**src/rtl/mmio_bus_bridge_if.sv**
```systemverilog
// Bus bundle between the Hack CPU data port, block RAM and the I/O channels.
// slave: bridge side (takes CPU/RAM/IO inputs, drives strobes); master: environment side.
interface mmio_bus_bridge_if #(
    parameter int DATA_W   = 16,
    parameter int NUM_IO   = 4,
    parameter int IO_OFS_W = 4
);
    logic [14:0]            cpu_addr;
    logic [DATA_W-1:0]      cpu_wdata;
    logic                   cpu_wr;
    logic                   cpu_rd;
    logic [DATA_W-1:0]      cpu_rdata;
    logic                   cpu_stall;

    logic [13:0]            ram_addr;
    logic [DATA_W-1:0]      ram_wdata;
    logic                   ram_we;
    logic                   ram_re;
    logic [DATA_W-1:0]      ram_rdata;

    logic [NUM_IO-1:0]        io_sel;
    logic [IO_OFS_W-1:0]      io_addr;
    logic [DATA_W-1:0]        io_wdata;
    logic                     io_we;
    logic                     io_re;
    logic [NUM_IO*DATA_W-1:0] io_rdata;
    logic [NUM_IO-1:0]        io_ack;

    logic                   timeout_pulse;
    logic [7:0]             timeout_cnt;

    modport slave (
        input  cpu_addr, cpu_wdata, cpu_wr, cpu_rd,
        output cpu_rdata, cpu_stall,
        output ram_addr, ram_wdata, ram_we, ram_re,
        input  ram_rdata,
        output io_sel, io_addr, io_wdata, io_we, io_re,
        input  io_rdata, io_ack,
        output timeout_pulse, timeout_cnt
    );

    modport master (
        output cpu_addr, cpu_wdata, cpu_wr, cpu_rd,
        input  cpu_rdata, cpu_stall,
        input  ram_addr, ram_wdata, ram_we, ram_re,
        output ram_rdata,
        input  io_sel, io_addr, io_wdata, io_we, io_re,
        output io_rdata, io_ack,
        input  timeout_pulse, timeout_cnt
    );
endinterface

```
**src/rtl/mmio_bus_bridge.sv**
```systemverilog
// Stall-capable Hack memory/I-O bridge: sync RAM with read latency, req/ack I/O, timeouts.
// Ports: clk, rst_n (async active-low), bus (mmio_bus_bridge_if.slave: cpu_*, ram_*, io_*, timeout_*).
module mmio_bus_bridge #(
    parameter int DATA_W     = 16,
    parameter int RAM_RD_LAT = 1,
    parameter int NUM_IO     = 4,
    parameter int IO_OFS_W   = 4,
    parameter int IO_TIMEOUT = 15
) (
    input  logic                 clk,
    input  logic                 rst_n,
    mmio_bus_bridge_if.slave     bus
);
    localparam int CH_W = (NUM_IO > 1) ? $clog2(NUM_IO) : 1;
    localparam logic [CH_W:0] NUM_IO_L = (CH_W+1)'(NUM_IO);

    typedef enum logic [1:0] {
        IDLE,
        RAM_WAIT,
        IO_WAIT,
        DONE
    } state_t;

    state_t              state_q, state_d;
    logic [2:0]          lat_q, lat_d;
    logic [7:0]          wait_q, wait_d;
    logic [DATA_W-1:0]   rdata_q, rdata_d;
    logic [CH_W-1:0]     ch_q, ch_d;
    logic [IO_OFS_W-1:0] ofs_q, ofs_d;
    logic [DATA_W-1:0]   wdat_q, wdat_d;
    logic                we_q, we_d;
    logic                re_q, re_d;
    logic [7:0]          tcnt_q, tcnt_d;

    logic            req;
    logic            is_rd;
    logic            is_ram;
    logic            is_io;
    logic            io_map;
    logic [CH_W-1:0] ch_dec;

    // Gating with rst_n keeps the combinational IDLE strobes at their
    // reset values while reset is held, even with a request pending.
    assign req    = (bus.cpu_wr | bus.cpu_rd) & rst_n;
    assign is_rd  = bus.cpu_rd & ~bus.cpu_wr;
    assign is_ram = ~bus.cpu_addr[14];
    assign is_io  = (bus.cpu_addr[14:13] == 2'b11);
    assign ch_dec = (NUM_IO == 1) ? '0 : bus.cpu_addr[IO_OFS_W +: CH_W];
    assign io_map = is_io & ({1'b0, ch_dec} < NUM_IO_L);

    assign bus.ram_addr    = bus.cpu_addr[13:0];
    assign bus.ram_wdata   = bus.cpu_wdata;
    assign bus.timeout_cnt = tcnt_q;

    always_ff @(posedge clk or negedge rst_n) begin
        if (!rst_n) begin
            state_q <= IDLE;
            lat_q   <= '0;
            wait_q  <= '0;
            rdata_q <= '0;
            ch_q    <= '0;
            ofs_q   <= '0;
            wdat_q  <= '0;
            we_q    <= 1'b0;
            re_q    <= 1'b0;
            tcnt_q  <= '0;
        end else begin
            state_q <= state_d;
            lat_q   <= lat_d;
            wait_q  <= wait_d;
            rdata_q <= rdata_d;
            ch_q    <= ch_d;
            ofs_q   <= ofs_d;
            wdat_q  <= wdat_d;
            we_q    <= we_d;
            re_q    <= re_d;
            tcnt_q  <= tcnt_d;
        end
    end

    always_comb begin
        state_d = state_q;
        lat_d   = lat_q;
        wait_d  = wait_q;
        rdata_d = rdata_q;
        ch_d    = ch_q;
        ofs_d   = ofs_q;
        wdat_d  = wdat_q;
        we_d    = we_q;
        re_d    = re_q;
        tcnt_d  = tcnt_q;

        bus.cpu_rdata     = '0;
        bus.cpu_stall     = 1'b0;
        bus.ram_we        = 1'b0;
        bus.ram_re        = 1'b0;
        bus.io_sel        = '0;
        bus.io_addr       = '0;
        bus.io_wdata      = '0;
        bus.io_we         = 1'b0;
        bus.io_re         = 1'b0;
        bus.timeout_pulse = 1'b0;

        unique case (state_q)
            IDLE: begin
                if (req) begin
                    if (is_ram) begin
                        if (bus.cpu_wr) begin
                            bus.ram_we = 1'b1;
                        end else begin
                            bus.ram_re    = 1'b1;
                            bus.cpu_stall = 1'b1;
                            lat_d         = 3'(RAM_RD_LAT);
                            state_d       = RAM_WAIT;
                        end
                    end else if (io_map) begin
                        bus.io_sel[ch_dec] = 1'b1;
                        bus.io_addr   = bus.cpu_addr[IO_OFS_W-1:0];
                        bus.io_wdata  = bus.cpu_wdata;
                        bus.io_we     = bus.cpu_wr;
                        bus.io_re     = is_rd;
                        bus.cpu_stall = 1'b1;
                        wait_d        = '0;
                        ch_d          = ch_dec;
                        ofs_d         = bus.cpu_addr[IO_OFS_W-1:0];
                        wdat_d        = bus.cpu_wdata;
                        we_d          = bus.cpu_wr;
                        re_d          = is_rd;
                        state_d       = IO_WAIT;
                    end
                    // Screen and unmapped channels: read 0, write dropped.
                end
            end
            RAM_WAIT: begin
                bus.cpu_stall = 1'b1;
                lat_d         = lat_q - 3'd1;
                if (lat_q == 3'd1) begin
                    rdata_d = bus.ram_rdata;
                    state_d = DONE;
                end
            end
            IO_WAIT: begin
                bus.cpu_stall    = 1'b1;
                bus.io_sel[ch_q] = 1'b1;
                bus.io_addr      = ofs_q;
                bus.io_wdata     = wdat_q;
                bus.io_we        = we_q;
                bus.io_re        = re_q;
                wait_d           = wait_q + 8'd1;
                // Ack is tested first so it wins over a same-cycle timeout.
                if (bus.io_ack[ch_q]) begin
                    if (re_q) begin
                        rdata_d = bus.io_rdata[int'(ch_q)*DATA_W +: DATA_W];
                    end
                    state_d = DONE;
                end else if (wait_q == 8'(IO_TIMEOUT - 1)) begin
                    rdata_d           = '0;
                    bus.timeout_pulse = 1'b1;
                    if (tcnt_q != 8'hFF) begin
                        tcnt_d = tcnt_q + 8'd1;
                    end
                    state_d = DONE;
                end
            end
            DONE: begin
                bus.cpu_rdata = rdata_q;
                state_d       = IDLE;
            end
            default: begin
                state_d = IDLE;
            end
        endcase
    end
endmodule

```
**src/flat_wrapper.sv**
```systemverilog
// flat-port wrapper written by rule: the top's interface ports become plain ports
module mmio_bus_bridge_flat 
#(
    parameter int DATA_W     = 16,
    parameter int RAM_RD_LAT = 1,
    parameter int NUM_IO     = 4,
    parameter int IO_OFS_W   = 4,
    parameter int IO_TIMEOUT = 15
)
  (clk, rst_n, bus_cpu_addr, bus_cpu_wdata, bus_cpu_wr, bus_cpu_rd, bus_cpu_rdata, bus_cpu_stall, bus_ram_addr, bus_ram_wdata, bus_ram_we, bus_ram_re, bus_ram_rdata, bus_io_sel, bus_io_addr, bus_io_wdata, bus_io_we, bus_io_re, bus_io_rdata, bus_io_ack, bus_timeout_pulse, bus_timeout_cnt);
  mmio_bus_bridge_if #(.DATA_W(DATA_W), .NUM_IO(NUM_IO), .IO_OFS_W(IO_OFS_W)) bus_i ();
  input  logic clk;
  input  logic rst_n;
  input wire logic [$bits(bus_i.cpu_addr)-1:0] bus_cpu_addr;
  input wire logic [$bits(bus_i.cpu_wdata)-1:0] bus_cpu_wdata;
  input wire logic [$bits(bus_i.cpu_wr)-1:0] bus_cpu_wr;
  input wire logic [$bits(bus_i.cpu_rd)-1:0] bus_cpu_rd;
  output wire logic [$bits(bus_i.cpu_rdata)-1:0] bus_cpu_rdata;
  output wire logic [$bits(bus_i.cpu_stall)-1:0] bus_cpu_stall;
  output wire logic [$bits(bus_i.ram_addr)-1:0] bus_ram_addr;
  output wire logic [$bits(bus_i.ram_wdata)-1:0] bus_ram_wdata;
  output wire logic [$bits(bus_i.ram_we)-1:0] bus_ram_we;
  output wire logic [$bits(bus_i.ram_re)-1:0] bus_ram_re;
  input wire logic [$bits(bus_i.ram_rdata)-1:0] bus_ram_rdata;
  output wire logic [$bits(bus_i.io_sel)-1:0] bus_io_sel;
  output wire logic [$bits(bus_i.io_addr)-1:0] bus_io_addr;
  output wire logic [$bits(bus_i.io_wdata)-1:0] bus_io_wdata;
  output wire logic [$bits(bus_i.io_we)-1:0] bus_io_we;
  output wire logic [$bits(bus_i.io_re)-1:0] bus_io_re;
  input wire logic [$bits(bus_i.io_rdata)-1:0] bus_io_rdata;
  input wire logic [$bits(bus_i.io_ack)-1:0] bus_io_ack;
  output wire logic [$bits(bus_i.timeout_pulse)-1:0] bus_timeout_pulse;
  output wire logic [$bits(bus_i.timeout_cnt)-1:0] bus_timeout_cnt;
  assign bus_i.cpu_addr = bus_cpu_addr;
  assign bus_i.cpu_wdata = bus_cpu_wdata;
  assign bus_i.cpu_wr = bus_cpu_wr;
  assign bus_i.cpu_rd = bus_cpu_rd;
  assign bus_cpu_rdata = bus_i.cpu_rdata;
  assign bus_cpu_stall = bus_i.cpu_stall;
  assign bus_ram_addr = bus_i.ram_addr;
  assign bus_ram_wdata = bus_i.ram_wdata;
  assign bus_ram_we = bus_i.ram_we;
  assign bus_ram_re = bus_i.ram_re;
  assign bus_i.ram_rdata = bus_ram_rdata;
  assign bus_io_sel = bus_i.io_sel;
  assign bus_io_addr = bus_i.io_addr;
  assign bus_io_wdata = bus_i.io_wdata;
  assign bus_io_we = bus_i.io_we;
  assign bus_io_re = bus_i.io_re;
  assign bus_i.io_rdata = bus_io_rdata;
  assign bus_i.io_ack = bus_io_ack;
  assign bus_timeout_pulse = bus_i.timeout_pulse;
  assign bus_timeout_cnt = bus_i.timeout_cnt;
  mmio_bus_bridge #(.DATA_W(DATA_W), .RAM_RD_LAT(RAM_RD_LAT), .NUM_IO(NUM_IO), .IO_OFS_W(IO_OFS_W), .IO_TIMEOUT(IO_TIMEOUT)) u_core (.clk(clk), .rst_n(rst_n), .bus(bus_i));
endmodule
```
**config.mk**
```make
export PLATFORM = sky130hd
export DESIGN_NAME = mmio_bus_bridge_flat
export DESIGN_NICKNAME = d
export VERILOG_FILES = /design/src/rtl/mmio_bus_bridge_if.sv /design/src/rtl/mmio_bus_bridge.sv /design/src/flat_wrapper.sv
export SDC_FILE = /design/constraint.sdc
export NUM_CORES = 1
export LEC_CHECK = 0
export ABC_AREA = 1
export ABC_CLOCK_PERIOD_IN_PS = 2000
export BUFFER_PORTS_ARGS = -buffer_cell sky130_fd_sc_hd__buf_2
export CAP_MARGIN = 40
export CORE_MARGIN = 3
export CORE_UTILIZATION = 27
export CTS_CLUSTER_DIAMETER = 150
export DETAILED_ROUTE_END_ITERATION = 10
export GPL_TIMING_DRIVEN = 0
export HOLD_SLACK_MARGIN = 0.12
export PLACE_DENSITY_LB_ADDON = 0.3
export SLEW_MARGIN = 20
export SYNTH_ARGS = -nofsm -noshare
export SYNTH_HDL_FRONTEND = slang
export SYNTH_SLANG_ARGS = --single-unit
```
**constraint.sdc**
```tcl
create_clock -name clk -period 2 [get_ports clk]
set_input_delay 0.1 -clock clk [delete_from_list [all_inputs] [get_ports clk]]
set_output_delay 0.1 -clock clk [all_outputs]
set_load 0.02 [all_outputs]
```
==> results by group, run 1 <==
Logic synthesis
  • Mapped Area: about 0.0044 mm2
  • Synth area leaders: dfrtp_1, nand2_1, o21ai_0, inv_1, buf_4
  • Post-synthesis simple-gate area fraction: 36.2%
  • Compound-cell area share of the yosys netlist: 9.39%
  • Ys Warns: 0
  • Cell taking the most area after synthesis: dfrtp_1
  • Top FF cell, synth: dfrtp_1
  • Post-synth EDFFs: 0
  • Synth Area in XOR/XNOR: 1.59%
  • Area share of the largest cell type after synthesis: around a third
  • Mapped Avg Cell Area: between 6 and 7 um2
  • Post-synth cell types: 34
  • Sequential area share after synthesis: about a third
  • Main combinational cell family by area after synthesis: simple AND/OR/NAND/NOR gates
  • Syn Nets: 798
  • Number of synthesized register bits: slightly above 60
  • Mux contribution to synthesized area: 0%
  • Asr flop ratio synth: between 90% and 100%
  • Post-synthesis adder-cell area fraction: between 2 and 3%
  • Syn Inst Count: 669

Hold path
  • Hold WC Path Type: input port to flip-flop

Drt
  • Via density: about 4.3
  • Via Count: 4,890
  • Pre-antenna DRT Iters: 4
  • Final WL: ~14,000 um
  • Antenna viol nets, final: 0
  • WL per Instance: 12.6 um
  • DRC Markers: 0
  • DRT iter0 DRCs: between 200 and 250

Final layout
  • Register Area: 0.00153 mm2
  • Area taken by multi-input logic gates: 0.00228 mm2
  • Layout cells sized above 1: around a third
  • Final core occ: 41.8%
  • Filler cell count: 1,717
  • Final-stage net count: 1,047
  • Antenna diode count: 0
  • Layout area overhead: 50.9%

STA
  • Clock Skew: just over 0.007 ns
  • RSZ-0062 raised after global routing: false
  • Slew HR: about two thirds
  • Min Tclk post-route: 1.89 ns
  • Final period utilization: between 90% and 100%
  • Final setup violation count: 0
  • Pins over their slew limit: 0
  • Fin. Hold Viols: 0
  • Setup tns final: 0 ns
  • Slew @ Worst Pin: ~0.49 ns
  • F_max: around 530 MHz

Critical path
  • CP Cell Sequence: dlygate4sd3_1, buf_2, o21ai_1, nor2_1, nand2_4, inv_8, buf_6, nand2_1, o21ai_0, buf_2
  • Worst R2R End: u_core.rdata_q[11]
  • CP Launch Point: bus_cpu_wr
  • Critical Path End: bus_io_wdata[10]
  • Most frequent CP cell: buf_2
  • Req. time, crit path: approximately 1.9 ns
  • Crit Path Max Fanout: 10
  • Critical path type: input port to primary output
  • Max stage delay cell, worst path: dlygate4sd3_1
  • CP Capture Type: primary output
  • Worst flop-to-flop path startpoint: u_core.wait_q[0]
  • Data arrival time of the worst path: ~1.8 ns
  • Flop2flop setup slack: ~0.24 ns
  • CP Launch Type: input port
  • Worst r2r path cells: 10
  • Max stage delay on crit path: roughly 0.52 ns

Floorplan
  • Number of top-level pins: between 200 and 250
  • Core ar.: between 0.015 and 0.02 mm2
  • Rows: 46
  • Die Span Y: ~130 um
  • Die Area: around 0.018 mm2
  • Initial Util: 27.7%
  • Die span in x: approximately 130 um

Clock tree
  • Longest Clk Path Bufs: 2
  • Clk root buf: clkbuf_16
  • Clock latency on the worst-skew pair: roughly 0.33 ns
  • Clock sink count: a little over 60
  • H-tree depth: 3
  • CTS Buf Count: 9
  • Clk slew on worst S/H paths: ~0.060 ns
  • CTS tree: yes

Outcome
  • Status: complete, no violations

Flow run
  • Maxcap violations: 0

Power
  • PwrDens: between 1000 and 1500 mW/mm2
  • P_leak: between 3 and 4 nW
  • Tot Pwr: a little over 8 mW
  • Peak VDD IR: between 600 and 700 uV

Placed design
  • GP Congestion: between 0.8 and 0.9
  • # port buffers: approximately 200
  • Detail Placement HPWL: 11,000 um

Global routing
  • Vias in the first global route: approximately 4,800
  • First-pass GRT wire length: about 23,000 um
  • GRT Util Overall: 16.0%
  • GRT Residual Overflow: 0
  • Initial antenna violation count: 0
  • Largest net degree at the start of global routing: 32
-- routing by layer --
layer | routed length [um] | track usage [%]
met2 | 7150 | 28.0
met3 | 826 | 3.55
met1 | 6100 | 19.9
met5 | 0 | 0
met4 | 274 | 4.40
-- through the flow --
stage | worst slack [ns] | area, um2 | std cells | hold slack [ns]
3_5_place_dp | -0.357 | 5670 | 1081 | 0.0771
3_3_place_gp | -1.05 | 5640 | 1080 | 0.338
4_1_cts | 0.0123 | 6520 | 1139 | 0.122
6_report | 0.108 | 6640 | 1139 | 0.129
5_1_grt | 0.00121 | 6640 | 1139 | 0.162
2_1_floorplan | 0.262 | 4400 | 669 | -0.196
-- kinds of logic (layout without fill, tap and decap cells) --
| logic type | after synthesis | in the layout |
|---|---|---|
| and+or+nand+nor | 382 | 382 |
| buffers and inverters | 131 | 385 |
| AOI/OAI and AO/OA | 77 | 77 |
| DFF | 61 | 61 |
| adders and majority gates | 10 | 10 |
| xor gates and xnor gates | 8 | 8 |
-- cell usage in the layout, fill, tap and decap left out, types with 3 or more instances in the layout --
cell / synthesis / final
buf_12: 1 / 6
buf_2: 14 / 195
buf_4: 32 / 47
buf_6: 3 / 8
clkbuf_1: 8 / 3
clkbuf_16: 0 / 10
clkinvlp_4: 0 / 3
dfrtp_1: 61 / 60
dlygate4sd3_1: 0 / 33
ha_1: 10 / 8
inv_1: 65 / 63
inv_2: 2 / 3
nand2_1: 296 / 296
nand2_2: 12 / 11
nand3_1: 44 / 43
nand4_1: 7 / 7
nor2_1: 16 / 14
o21ai_0: 62 / 59
o21ai_1: 4 / 5
o21ai_2: 1 / 3
xor2_1: 6 / 6
-- report_power, final --
| part | internal, mW | switching, mW | leakage, nW |
|---|---|---|---|
| clock network | 1.09 | 0.584 | 0.148 |
| logic | 1.69 | 2.76 | 2.90 |
| registers | 1.71 | 0.238 | 0.761 |
| total | 4.49 | 3.58 | 3.81 |
-- cell usage after synthesis, types with 2 or more instances --
cell type / n
buf_1: 3
buf_2: 14
buf_4: 32
buf_6: 3
clkbuf_1: 8
dfrtp_1: 61
ha_1: 10
inv_1: 65
inv_2: 2
nand2_1: 296
nand2_2: 12
nand3_1: 44
nand3_4: 2
nand4_1: 7
nor2_1: 16
nor3_1: 3
o21ai_0: 62
o21ai_1: 4
o22ai_1: 2
o31ai_1: 2
o32ai_1: 2
xnor2_1: 2
xor2_1: 6
-- worst max-delay path, delay by kind of cell --
family          cells  cell delay [ns]
simple gates        3             0.44
buf+inv             5             1.11
compound gates      2             0.15
-- worst min path at each step --
stage	from	endpoint	slack [ns]	cells after the start
2_1_floorplan	rst_n	u_core.bus.timeout_cnt[0]	-0.20	0
3_3_place_gp	bus_cpu_wdata[1]	u_core.wdat_q[1]	0.34	3
3_5_place_dp	rst_n	u_core.rdata_q[10]	0.08	1
4_1_cts	bus_ram_rdata[6]	u_core.rdata_q[6]	0.12	5
5_1_grt	bus_ram_rdata[6]	u_core.rdata_q[6]	0.16	5
6_report	bus_ram_rdata[1]	u_core.rdata_q[1]	0.13	5
-- registers in the layout (all words and copies together) (netlist names) --
signal,cells
u_core.wait_q,8
u_core.ofs_q,4
u_core.bus.timeout_cnt,8
u_core.ch_q,2
u_core.wdat_q,16
u_core.we_q,1
u_core.lat_q,3
u_core.re_q,1
u_core.state_q,2
u_core.rdata_q,16
-- layout make-up --
type                       instances  share of cell area, %
buffer                            59                   6.62
clock buffer                       9                   3.39
clock inverter                     7                   1.51
inverter                          69                   4.09
multi-input combinational        477                   34.4
sequential                        61                   23.0
tap                              216                   4.07
timing repair buffer             241                   22.9
-- timing repair --
item / CTS / global route
cloned: 0 / 1
endpoints found under the setup margin: 38 / 39
gates resized for setup: 26 / 31
buffers inserted: 5 / 2
hold buffers: 37 / 0
endpoints found under the hold margin: 92 / 0
pin swaps: 2 / 1
No activity file was read; power rests on OpenSTA's default activity.
==> inputs of run 2 (changes only) <==
--- a/config.mk
+++ b/config.mk
@@ -16,6 +16,7 @@
 export GPL_TIMING_DRIVEN = 0
 export HOLD_SLACK_MARGIN = 0.12
 export PLACE_DENSITY_LB_ADDON = 0.3
+export REMOVE_ABC_BUFFERS = 1
 export SLEW_MARGIN = 20
 export SYNTH_ARGS = -nofsm -noshare
 export SYNTH_HDL_FRONTEND = slang
==> constraint.sdc (replaced) <==
create_clock -name clk -period 2 [get_ports clk]
set_input_delay 0 -clock clk [delete_from_list [all_inputs] [get_ports clk]]
set_output_delay 0 -clock clk [all_outputs]
set_load 0.02 [all_outputs]
==> run 2 against run 1 <==
Effect of this change:
- cell area down 4.5%
- non-clock buffer count shrank 47
- hold slack improved by 0.051 ns
- utilization shrank 1.9 points
- cell count down 4.0%
- sequential share of layout area up 1.2 points
- first-iteration DRC count is 5.9% higher
- largest power group unchanged
==> results by group, run 2 (same netlist as run 1, synthesis figures left out) <==
Final layout
  • Top flop regs: u_core.rdata_q x16, u_core.wdat_q x16
  • Most common cell after layout, fill and taps aside: nand2_1
  • Commonest non-fill, non-tap cells in the layout: nand2_1, buf_2, inv_1
  • Final-stage net count: 1,003 (-4.2%)
  • Antenna diode count: 0 (unchanged)
  • Layout cells sized above 1: 28.8% (-5.1 points)
  • Layout area overhead: 44.1%

Placed design
  • Setup WS pre-CTS: -1.04 ns (-0.679 ns)
  • # port buffers: 188 (-3.6%)
  • GP Congestion: 0.735 (-12%)
  • Detail Placement HPWL: 9270 um (-16%)

Floorplan
  • Initial Util: 27.7% (unchanged)
  • Die Area: 0.0179 mm2 (unchanged)
  • Die span in x: 134 um (unchanged)
  • Core ar.: 0.0159 mm2 (unchanged)
  • Number of top-level pins: 203 (unchanged)
  • Rows: 46 (unchanged)
  • Die Span Y: 134 um (unchanged)

Drt
  • Final WL: 14,200 um (-1.2%)
  • DRC Markers: 0 (unchanged)
  • Antenna viol nets, final: 0 (unchanged)
  • Via density: 4.36 (+1.6%)
  • DRT iter0 DRCs: 251 (+5.9%)
  • WL per Instance: 13.0 um (+3.0%)
  • Pre-antenna DRT Iters: 4 (unchanged)
  • Via Count: 4,769 (-2.5%)

STA
  • Slew @ Worst Pin: 0.626 ns (+0.139 ns)
  • RSZ-0062 raised after global routing: false
  • Min Tclk post-route: 1.86 ns (-0.0284 ns)
  • Pins over their slew limit: 0 (unchanged)
  • Final WS setup: 0.137 ns (+0.0284 ns)
  • Final setup violation count: 0 (unchanged)
  • F_max: 537 MHz (+1.5%)
  • Clock Skew: 0.00590 ns (-0.00128 ns)
  • Worst hold slack: 0.180 ns (+0.0508 ns)
  • Slew HR: 58.3% (-9.3 points)
  • Fin. Hold Viols: 0 (unchanged)
  • Final period utilization: 93.2% (-1.4 points)

Flow run
  • Maxcap violations: 0 (unchanged)

Clock tree
  • CTS Buf Count: 9 (unchanged)
  • Clk slew on worst S/H paths: 0.05 ns (about the same)
  • Clk root buf: clkbuf_16
  • CTS tree: yes
  • Longest Clk Path Bufs: 2 (unchanged)
  • Clock sink count: 61 (unchanged)
  • H-tree depth: 3 (unchanged)
  • Clock latency on the worst-skew pair: 0.33 ns (about the same)

Critical path
  • Critical path type: flip-flop to primary output
  • Crit Path Max Fanout: 44 (+34)
  • Top cell family by delay on the critical path: buffers and inverters
  • Data arrival time of the worst path: 1.86 ns (+0.07 ns)
  • CP Capture Type: primary output
  • CP Launch Type: flip-flop
  • Worst Path Buf+Inv: 3 (-2)
  • Max stage delay cell, worst path: dfrtp_1
  • CP Cell Sequence: inv_2, ha_4, clkinv_8, o32ai_1, buf_2
  • Max stage delay on crit path: 0.45 ns (-0.07 ns)
  • Req. time, crit path: 2.00 ns (+0.10 ns)

Hold path
  • Hold WC Path Type: input port to asynchronous set/reset pin

Global routing
  • Initial antenna violation count: 0 (unchanged)
  • Largest net degree at the start of global routing: 47 (+47%)
  • First-pass GRT wire length: 22,900 um (-0.87%)
  • GRT Residual Overflow: 0 (unchanged)
  • Vias in the first global route: 4,612 (-3.8%)
  • GRT Util Overall: 15.6% (-0.38 points)

Outcome
  • Status: complete, no violations

Power
  • P_leak: 3.60 nW (-5.5%)
  • Peak VDD IR: 489 uV (-28%)
  • PwrDens: 1220 mW/mm2 (+0.72%)
run 2: worst min-delay path: stages:
cell and delay (ns):
buf_4 0.11, dlygate4sd3_1 0.56, buf_6 0.19
run 2: power breakdown:
| group | total, mW | switching [mW] | internal, mW | leakage, nW |
|---|---|---|---|---|
| Clock | 1.41 | 0.524 | 0.887 | 0.134 |
| Sequential | 2.05 | 0.331 | 1.72 | 0.760 |
| Combinational | 4.30 | 2.74 | 1.56 | 2.71 |
| Total | 7.76 | 3.59 | 4.17 | 3.60 |
run 2: area by class of cell:
type | count | area [um2]
sequential | 61 | 1530
fill | 1721 | 9550
clock buffer | 12 | 256
inverter | 69 | 303
clock inverter | 2 | 10.0
timing repair buffer | 253 | 1660
tap | 216 | 270
multi-input combinational | 478 | 2280
timing repair inverter | 2 | 15.0
run 2: layer usage:
| metal | vias to the layer above | track usage (%) | wire (um) |
|---|---|---|---|
| met1 | 2218 | 20.1 | 6290 |
| met2 | 74 | 27.3 | 7320 |
| met5 | - | 0 | 0 |
| met4 | 0 | 4.29 | 172 |
| met3 | 12 | 2.49 | 397 |
| li1 | 2465 | - | - |
run 2: final timing paths:
check	start	end	slack, ns	depth (start not counted)
max	u_core.state_q[0]	bus_io_sel[3]	0.14	5
min in group clk	bus_cpu_addr[13]	u_core.state_q[0]	0.19	5
max reg2reg	u_core.ch_q[0]	u_core.rdata_q[8]	0.15	11
min	rst_n	u_core.wdat_q[0]	0.18	3
max in group asynchronous	rst_n	u_core.ch_q[0]	1.34	4
min reg2reg	u_core.rdata_q[5]	u_core.rdata_q[5]	0.48	2
run 2: stage by stage:
stage | util [%] | cell area (um2) | total power, mW | std cells | TNS (ns)
after floorplan | - | 3990 | 4.50 | 607 | -35.95
after global placement | 32.7 | 5200 | 5.68 | 1011 | -121.43
after detailed placement | 33.0 | 5250 | 5.74 | 1013 | -38.00
after CTS | 39.5 | 6280 | 7.81 | 1090 | 0
after global routing | 39.9 | 6340 | 8.44 | 1093 | 0
final | 39.9 | 6340 | 7.76 | 1093 | 0
run 2: timing repair:
| action | in CTS | in global routing |
|---|---|---|
| hold endpoints to repair | 110 | 0 |
| endpoints found under the setup margin | 60 | 25 |
| gates resized for setup | 23 | 9 |
| cloned | 2 | 1 |
| pin swaps | 4 | 0 |
| hold buffers | 51 | 0 |
| buffers inserted | 10 | 1 |
==> inputs of run 3 (changes only) <==
--- a/config.mk
+++ b/config.mk
@@ -6,7 +6,7 @@
 export NUM_CORES = 1
 export LEC_CHECK = 0
 export ABC_AREA = 1
-export ABC_CLOCK_PERIOD_IN_PS = 2000
+export ABC_CLOCK_PERIOD_IN_PS = 2020
 export BUFFER_PORTS_ARGS = -buffer_cell sky130_fd_sc_hd__buf_2
 export CAP_MARGIN = 40
 export CORE_MARGIN = 3
==> constraint.sdc (replaced) <==
create_clock -name clk -period 2.02 [get_ports clk]
set_input_delay 0 -clock clk [delete_from_list [all_inputs] [get_ports clk]]
set_output_delay 0 -clock clk [all_outputs]
set_load 0.02 [all_outputs]
==> run 3 against run 2 <==
Effect of this change:
- first-iteration DRC count down 6.0%
- clock power hardly changed
- power down 1.9%
- largest power group unchanged
==> results by group, run 3 (same netlist as run 1, synthesis figures left out) <==
Critical path
  • CP Launch Type: flip-flop
  • Most frequent CP cell: nand2_1
  • Req. time, crit path: 2.23 ns (+0.23 ns)
  • CP Launch Point: u_core.ch_q[0]
  • Crit Path Max Fanout: 39 (-11%)
  • Worst R2R End: u_core.rdata_q[6]
  • CP Cell Sequence: inv_16, nand2_1, nand2_1, nand2_2, nand2_8, buf_4, nand3_4, nand3_4, buf_12, nand2_1, nand2_1
  • CP Capture Type: flip-flop
  • Max stage delay on crit path: 0.59 ns (+0.14 ns)
  • Flop2flop setup slack: 0.15 ns (about the same)
  • Worst r2r path cells: 11 (unchanged)
  • Data arrival time of the worst path: 2.09 ns (+0.23 ns)
  • Critical path type: flip-flop to flip-flop
  • Max stage delay cell, worst path: dfrtp_2
  • Worst flop-to-flop path startpoint: u_core.ch_q[0]

Final layout
  • Final core occ: 39.7% (-0.16 points)
  • Most common cell after layout, fill and taps aside: nand2_1
  • Register Area: 0.00153 mm2 (-0.16%)
  • Layout area overhead: 43.5%
  • Layout cells sized above 1: 28.7% (-0.20 points)
  • Area taken by multi-input logic gates: 0.00228 mm2 (-0.11%)
  • Filler cell count: 1,725 (+0.23%)
  • Final-stage net count: 1,002 (-0.10%)
  • Antenna diode count: 0 (unchanged)
  • Final Cell Area: 0.00631 mm2 (-0.40%)
  • Fin cells: 1,092 (-0.091%)
  • Top flop regs: u_core.rdata_q x16, u_core.wdat_q x16
  • Commonest non-fill, non-tap cells in the layout: nand2_1, buf_2, inv_1

Flow run
  • Maxcap violations: 0 (unchanged)

Power
  • PwrDens: 1210 mW/mm2 (-1.5%)
  • Combinational share of power: 54.9% (-0.5 points)
  • Clock share of power: 18.3% (about the same)
  • Cell-internal power: 4.08 mW (-2.1%)
  • Sw Pwr: 3.53 mW (-1.7%)
  • Peak VDD IR: 484 uV (-1.0%)
  • Seq pwr share: 26.8% (+0.4 points)
  • P_leak: 3.59 nW (-0.27%)
  • Switching portion of total power: 46.4% (+0.12 points)

Clock tree
  • Clk slew on worst S/H paths: 0.05 ns (about the same)
  • CTS Buf Count: 9 (unchanged)
  • Longest Clk Path Bufs: 2 (unchanged)
  • Clk root buf: clkbuf_16
  • Clock latency on the worst-skew pair: 0.33 ns (about the same)
  • Clock sink count: 61 (unchanged)
  • H-tree depth: 3 (unchanged)
  • CTS tree: yes

Drt
  • Pre-antenna DRT Iters: 4 (unchanged)
  • Via Count: 4,745 (-0.50%)
  • DRT iter0 DRCs: 236 (-6.0%)
  • Antenna viol nets, final: 0 (unchanged)
  • Final WL: 14,100 um (-0.23%)
  • Via density: 4.35 (-0.41%)
  • DRC Markers: 0 (unchanged)
  • WL per Instance: 13.0 um (-0.13%)

Hold path
  • Hold WC Path Type: input port to asynchronous set/reset pin

Floorplan
  • Initial Util: 27.7% (unchanged)
  • Rows: 46 (unchanged)
  • Die span in x: 134 um (unchanged)
  • Die Span Y: 134 um (unchanged)
  • Core ar.: 0.0159 mm2 (unchanged)
  • Number of top-level pins: 203 (unchanged)
  • Die Area: 0.0179 mm2 (unchanged)

STA
  • Setup tns final: 0 ns (unchanged)
  • Slew @ Worst Pin: 0.623 ns (-0.00304 ns)
  • Final period utilization: between 90% and 100%
  • Final WS setup: 0.146 ns (+0.00935 ns)
  • Clock Skew: 0.00586 ns (-0.0000456 ns)
  • Final setup violation count: 0 (unchanged)
  • Slew HR: 58.5% (+0.20 points)
  • Fin. Hold Viols: 0 (unchanged)
  • F_max: ~530 MHz
  • Min Tclk post-route: ~1.9 ns
  • RSZ-0062 raised after global routing: false
  • Pins over their slew limit: 0 (unchanged)

Global routing
  • GRT Residual Overflow: 0 (unchanged)
  • GRT Util Overall: 15.6% (unchanged)
  • Vias in the first global route: 4,612 (unchanged)
  • Initial antenna violation count: 0 (unchanged)
  • First-pass GRT wire length: 22,900 um (unchanged)
  • Largest net degree at the start of global routing: 47 (unchanged)

Placed design
  • GP Congestion: 0.735 (unchanged)
  • Area of placed instances: 0.00525 mm2 (unchanged)
  • Setup WS pre-CTS: -1.02 ns (+0.0200 ns)
  • # port buffers: 188 (unchanged)
  • Detail Placement HPWL: 9270 um (unchanged)
  • Inst Count DP: 1,013 (unchanged)

Outcome
  • Status: complete, no violations
[run 3: cell count changes in the layout (fill, tap and decap cells not counted), sizes merged]
cell  delta
buf      -1
[run 3: power groups by stage]
stage	sequential, mW	combinational (mW)	clock, mW
after floorplan	1.98	2.48	0
after global placement	2.08	3.55	0
after detailed placement	2.02	3.67	0
after CTS	2.02	4.26	1.45
after global routing	2.10	4.70	1.50
final	2.04	4.17	1.39
[run 3: layout make-up]
| type | instances | area share [%] |
|---|---|---|
| Multi-Input combinational cell | 478 | 36.1 |
| Clock inverter | 2 | 0.159 |
| Timing Repair Buffer | 252 | 26.1 |
| Clock buffer | 12 | 4.06 |
| Sequential cell | 61 | 24.3 |
| Timing Repair inverter | 2 | 0.238 |
| Inverter | 69 | 4.80 |
| Tap cell | 216 | 4.28 |
[run 3: per-stage QoR]
step / hold slack, ns / power [mW]
5_1_grt: 0.190 / 8.30
3_5_place_dp: -0.113 / 5.69
3_3_place_gp: 0.000210 / 5.63
4_1_cts: 0.170 / 7.73
6_report: 0.179 / 7.61
2_1_floorplan: -0.296 / 4.46
[run 3: worst max-delay path by stage]
stage	endpoint	slack, ns	cells past startpoint
2_1_floorplan	u_core.rdata_q[0]	-0.81	8
3_3_place_gp	u_core.rdata_q[1]	-2.19	8
3_5_place_dp	u_core.bus.timeout_cnt[4]	-1.02	9
4_1_cts	bus_cpu_stall	0.03	7
5_1_grt	u_core.rdata_q[1]	0.009	11
6_report	u_core.rdata_q[6]	0.15	11
[run 3: layer usage]
| layer | wire [um] | global-route usage [%] |
|---|---|---|
| met1 | 6250 | 20.1 |
| met2 | 7310 | 27.3 |
| met3 | 425 | 2.49 |
| met4 | 161 | 4.29 |
| met5 | 0 | 0 |
[run 3: what timing repair did]
item | in CTS | in global routing
buffers inserted | 10 | 0
endpoints found under the hold margin | 110 | 0
hold buffers | 51 | 0
gates resized for setup | 23 | 7
setup endpoints to repair | 58 | 22
cloned | 2 | 1
pin swaps | 4 | 0
[run 3: critical path, delay by kind of cell, from the launching register on]
kind	cells	cell delay [ns]
buffers and inverters	3	0.43
and+or+nand+nor	8	0.73
DFF	1	0.59
